--- config.mk ---
export PLATFORM = sky130hd
export DESIGN_NAME = nibble_addsub_seq
export DESIGN_NICKNAME = d
export VERILOG_FILES = /design/src/rtl/nibble_addsub_pkg.sv /design/src/rtl/nibble_addsub_unit.sv /design/src/rtl/nibble_addsub_seq.sv
export SDC_FILE = /design/constraint.sdc
export NUM_CORES = 1
export LEC_CHECK = 0
export CAP_MARGIN = 20
export CORE_ASPECT_RATIO = 1.2
export CORE_MARGIN = 1
export CORE_UTILIZATION = 50
export DETAILED_ROUTE_END_ITERATION = 12
export MAX_ROUTING_LAYER = met4
export PLACE_DENSITY = 0.78
export SLEW_MARGIN = 20
export SYNTH_ARGS = -nofsm -noshare
export SYNTH_HDL_FRONTEND = slang
export SYNTH_HIERARCHICAL = 1
export SYNTH_SLANG_ARGS = --single-unit
--- constraint.sdc ---
create_clock -name i_clk -period 4.1 [get_ports i_clk]
set_input_delay 0.82 -clock i_clk [delete_from_list [all_inputs] [get_ports i_clk]]
set_output_delay 0.82 -clock i_clk [all_outputs]
set_load 0.05 [all_outputs]
--- src/rtl/nibble_addsub_pkg.sv ---
// Shared constants, state type and index-width helper for the nibble add/sub sequencer.
package nibble_addsub_pkg;

  localparam int unsigned NIBBLE_W = 4;

  typedef enum logic [1:0] {
    IDLE,
    RUN,
    DONE
  } state_t;

  // Bits needed to index n nibbles; never returns less than 1.
  function automatic int unsigned clog2(input int unsigned n);
    int unsigned w;
    w = 0;
    for (int unsigned v = 1; v < n; v = v << 1) w++;
    return (w == 0) ? 1 : w;
  endfunction

endpackage

--- src/rtl/nibble_addsub_unit.sv ---
// Combinational 4-bit add/sub stage; carry-in is separate from mode so stages chain
// through the sequencer's carry flop.
module nibble_addsub_unit
  import nibble_addsub_pkg::*;
(
  input  logic [NIBBLE_W-1:0] a,
  input  logic [NIBBLE_W-1:0] b,
  input  logic                mode,
  input  logic                c_in,
  output logic [NIBBLE_W-1:0] sum,
  output logic                c_out,
  output logic                c_msb
);

  logic [NIBBLE_W-1:0] b_eff;
  logic [NIBBLE_W:0]   full;
  logic [NIBBLE_W-1:0] low;

  always_comb begin
    b_eff = b ^ {NIBBLE_W{mode}};
    full  = {1'b0, a} + {1'b0, b_eff} + {{NIBBLE_W{1'b0}}, c_in};
    // Sum of the bits below the MSB; its top bit is the carry into the MSB.
    low   = {1'b0, a[NIBBLE_W-2:0]} + {1'b0, b_eff[NIBBLE_W-2:0]}
          + {{(NIBBLE_W-1){1'b0}}, c_in};
    sum   = full[NIBBLE_W-1:0];
    c_out = full[NIBBLE_W];
    c_msb = low[NIBBLE_W-1];
  end

endmodule

--- src/rtl/nibble_addsub_seq.sv ---
// Multi-nibble add/subtract sequencer: one nibble per clock, LSB first, carry held in a flop.
// Optional signed-overflow flag enabled by defining NIBBLE_ADDSUB_SEQ_OVF_EN.
module nibble_addsub_seq
  import nibble_addsub_pkg::*;
#(
  parameter int unsigned NIBBLES = 4
) (
  input  logic                        i_clk,
  input  logic                        i_reset_n,
  input  logic                        i_valid,
  output logic                        o_ready,
  input  logic [NIBBLE_W*NIBBLES-1:0] i_a,
  input  logic [NIBBLE_W*NIBBLES-1:0] i_b,
  input  logic                        i_mode,
  output logic [NIBBLE_W*NIBBLES-1:0] o_result,
  output logic                        o_carry,
  output logic                        o_ovf,
  output logic                        o_done
);

  localparam int unsigned W        = NIBBLE_W * NIBBLES;
  localparam int unsigned IDX_W    = clog2(NIBBLES);
  localparam logic [IDX_W-1:0] IDX_LAST = IDX_W'(NIBBLES - 1);

  state_t              state;
  logic [W-1:0]        a_q;
  logic [W-1:0]        b_q;
  logic [W-1:0]        result_q;
  logic                mode_q;
  logic                carry_q;
  logic [IDX_W-1:0]    idx_q;

  logic [NIBBLE_W-1:0] st_sum;
  logic                st_c_out;
  logic                st_c_msb;

  nibble_addsub_unit u_stage (
    .a     (a_q[idx_q*NIBBLE_W +: NIBBLE_W]),
    .b     (b_q[idx_q*NIBBLE_W +: NIBBLE_W]),
    .mode  (mode_q),
    .c_in  (carry_q),
    .sum   (st_sum),
    .c_out (st_c_out),
    .c_msb (st_c_msb)
  );

  always_ff @(posedge i_clk or negedge i_reset_n) begin
    if (!i_reset_n) begin
      state    <= IDLE;
      a_q      <= '0;
      b_q      <= '0;
      result_q <= '0;
      mode_q   <= 1'b0;
      carry_q  <= 1'b0;
      idx_q    <= '0;
      o_ready  <= 1'b1;
      o_carry  <= 1'b0;
      o_done   <= 1'b0;
`ifdef NIBBLE_ADDSUB_SEQ_OVF_EN
      o_ovf    <= 1'b0;
`endif
    end else begin
      o_done <= 1'b0;
      case (state)
        IDLE: begin
          if (i_valid && o_ready) begin
            a_q     <= i_a;
            b_q     <= i_b;
            mode_q  <= i_mode;
            carry_q <= i_mode;
            idx_q   <= '0;
            o_ready <= 1'b0;
            state   <= RUN;
          end
        end
        RUN: begin
          result_q[idx_q*NIBBLE_W +: NIBBLE_W] <= st_sum;
          carry_q <= st_c_out;
          idx_q   <= idx_q + 1'b1;
          if (idx_q == IDX_LAST) begin
            state <= DONE;
`ifdef NIBBLE_ADDSUB_SEQ_OVF_EN
            o_ovf <= st_c_msb ^ st_c_out;
`endif
          end
        end
        DONE: begin
          o_done  <= 1'b1;
          o_carry <= carry_q;
          o_ready <= 1'b1;
          state   <= IDLE;
        end
        default: state <= IDLE;
      endcase
    end
  end

`ifndef NIBBLE_ADDSUB_SEQ_OVF_EN
  logic ovf_unused;
  assign ovf_unused = st_c_msb;
  assign o_ovf      = 1'b0;
`endif

  assign o_result = result_q;

endmodule

==> impl_metrics.yaml <==
status:
  status: "finished, final reports clean"
floorplan:
  initial_core_util_pct: 51.87
  num_rows: 29
  die-area_mm2: 0.005758
  die_width_um: 69.44
  core_mm2: 0.005261
  io_pins: 56
  die_h_um: 82.93
timing:
  timing.final.setup_violations: 0
  rsz0062_at_grt: "no"
  fin_crit_ns: 2.806
  hold_viol: 0
  clock_skew_ns: 0.004700
  period_share_pct: 68.43
  max_slew.worst_pin.slew_ns: 0.8098
  relSlewSlack_pct: 45.71
  tns_ns: 0
  holdWs_ns: 0.4736
  drv_slew: 0
  fmax_mhz: 356.4
clock_tree:
  clk_latency_ns: 0.33
  cts-hold-fix-buffers: 0
  cts_buffers: 9
  postCtsSetupBuffers: 0
  clock-sinks: 57
  cts_tree: "yes"
  clockBufferDepth: 2
  clkTransAtPathRegs_ns: 0.06
  root_buffer: "clkbuf_8"
  cts.repair.resized: 0
  ctsHtreeMaxLevel: 3
routing:
  ant_nets: 0
  drt_wl_total_mm: 5.079
  num_vias: 1936
  drt_iter0_markers: 137
  avgViaCountPerCell: 5.068
  routedWlPerCell_um: 13.30
  firstDrtPassIters: 4
  drc: 0
logic_synthesis:
  ys_top_cells_by_area: "dfrtp_1, nand2_1, mux4_2"
  synthArstFlopShare_pct: 100.0
  synth_cells: 259
  ys_warn_count: 6
  synth_area_mm2: 0.002729
  syn-num-nets: 306
  synth_top_cell_by_area: "dfrtp_1"
  postSynthAreaPerCell_um2: 10.54
  synth_seq_cells: 57
  synth_edf_count: 0
  yosysSeqAreaShare_pct: 52.32
  synth_top_area_share_pct: 51.35
  synthDistinctLibCells: 30
  synth_flop_cell: "dfrtp_1"
layout:
  nets: 362
  insertedDiodeCount: 0
  final_area_mm2: 0.003487
  area_growth_pct: 27.79
  fill_cells: 429
  seq_area_mm2: 0.001428
  multi_input_area_mm2: 0.001205
  drive_gt1_share_pct: 11.56
grt:
  grt_pass1_wl_mm: 9.128
  grt-ovfl-total: 0
  grt_pass1_vias: 1997
  grt_antenna_before_repair: 0
  grtUsageTotal_pct: 21.25
  grt_max_degree: 35
critical_path:
  endpoint_kind: "register"
  crit_required_ns: 4.35
  crit_path_max_fanout: 7
  critPathSlowestCell: "dfrtp_1"
  crit_type: "register to register"
  cp-start-kind: "register"
  crit_chain: "mux4_2 > xor2_1 > fa_1 > fa_1 > xor2_1 > nand2_1 > o21ai_0"
  arrival_ns: 3.06
  cp_top_family: "adder cells"
  cp.buffers_inverters: 0
  max_stage_delay_ns: 0.57
placed_design:
  dp_hpwl_mm: 3.753
  placed_cell_area_mm2: 0.003276
  gp_congestion: 0.8757
  io_buffers: 54
min_path:
  hp-class: "register to register"
power_and_ir_drop:
  ir_drop_mv: 0.4573
  powerDensity_mw_per_mm2: 855.2
  power.leakage_nw: 1.700
flow_run:
  cap_violations: 0
[routing by layer]
metal	vias to the layer above	wire length, um	GRT usage, %
li1	963	-	-
met1	913	2254	26.90
met2	45	2505	31.51
met3	15	175	4.126
met4	0	143	13.17
met5	-	0	-
[placed cells by master (no fill, tap or decap), drive strengths merged]
cell type,n
nand2,118
dfrtp,56
clkdlybuf4s50,53
clkbuf,15
o21ai,10
ha,9
mux4,8
a22o,8
xor2,6
nand3,4
nand3b,4
buf,4
a21o,3
inv,2
nor2b,2
nor4b,2
and4bb,2
nand2b,2
fa,2
nand4bb,1
mux2,1
and2,1
or2,1
nor4,1
o31ai,1
conb,1
clkinv,1
dfstp,1
a21oi,1
[power by group]
part           internal (mW)  total [mW]  switching [mW]
combinational          0.612        1.49           0.875
sequential             0.792       0.964           0.172
clock                  0.318       0.532           0.214
[worst paths after layout]
| kind | start | endpoint | slack (ns) | cells after the start |
|---|---|---|---|---|
| max reg2reg | idx_q[0] | o_result[10] | 1.29 | 7 |
| max in group asynchronous | i_reset_n | b_q[2] | 2.76 | 2 |
| min in group asynchronous | i_reset_n | o_result[15] | 0.54 | 1 |
| min reg2reg | b_q[3] | b_q[3] | 0.47 | 2 |
| min | b_q[3] | b_q[3] | 0.47 | 2 |
| max | idx_q[0] | o_result[10] | 1.29 | 7 |
[Yosys cell counts (2+ instances only)]
| library cell | instances |
|---|---|
| nand2_1 | 118 |
| mux4_2 | 8 |
| a22o_1 | 8 |
| nor4b_4 | 2 |
| buf_2 | 5 |
| and4bb_2 | 2 |
| buf_4 | 4 |
| a21o_1 | 2 |
| nand3_1 | 4 |
| ha_1 | 9 |
| inv_1 | 2 |
| dfrtp_1 | 56 |
| nand3b_1 | 3 |
| nor2b_1 | 2 |
| o21ai_0 | 10 |
| fa_1 | 2 |
| xor2_1 | 6 |
| buf_6 | 3 |
| nand2b_1 | 2 |
[per-stage QoR]
step           setup WS, ns  std cells  total power [mW]  utilization, %
2_1_floorplan         1.259        259             2.034               -
3_3_place_gp          1.327        366             2.417           62.26
3_5_place_dp          1.278        366             2.472           62.26
4_1_cts               1.248        382             3.008           66.28
5_1_grt               1.089        382             3.210           66.28
6_report              1.294        382             2.982           66.28
[logic make-up after synthesis]
| family | Yosys count | synth area share [%] |
|---|---|---|
| compound gates | 23 | 5.731 |
| xor+xnor | 6 | 1.926 |
| fa+ha+maj | 11 | 5.594 |
| buf+inv | 14 | 3.530 |
| flops | 57 | 52.32 |
| mux | 9 | 7.015 |
| other cells | 1 | 0.1374 |
| simple gates | 138 | 23.75 |
[worst min-delay path, delay by kind of cell (launching register included)]
kind | cells | cell delay, ns
DFF | 1 | 0.34
and+or+nand+nor | 2 | 0.10
[registers in the layout, indices dropped and copies added (netlist names)]
name and cells:
o_carry 1, idx_q 2, o_ready 1, o_done 1, state 2, a_q 16
carry_q 1, b_q 16, o_result 16, mode_q 1
[final cells by class]
class                           instances  area share [%]
Tap cell                               62           2.225
Clock buffer                           15           5.920
Sequential cell                        57           40.94
Multi-Input combinational cell        188           34.55
Clock inverter                          1          0.1435
Timing Repair Buffer                   57           16.00
Inverter                                2          0.2153
No activity file was read; power rests on OpenSTA's default activity.
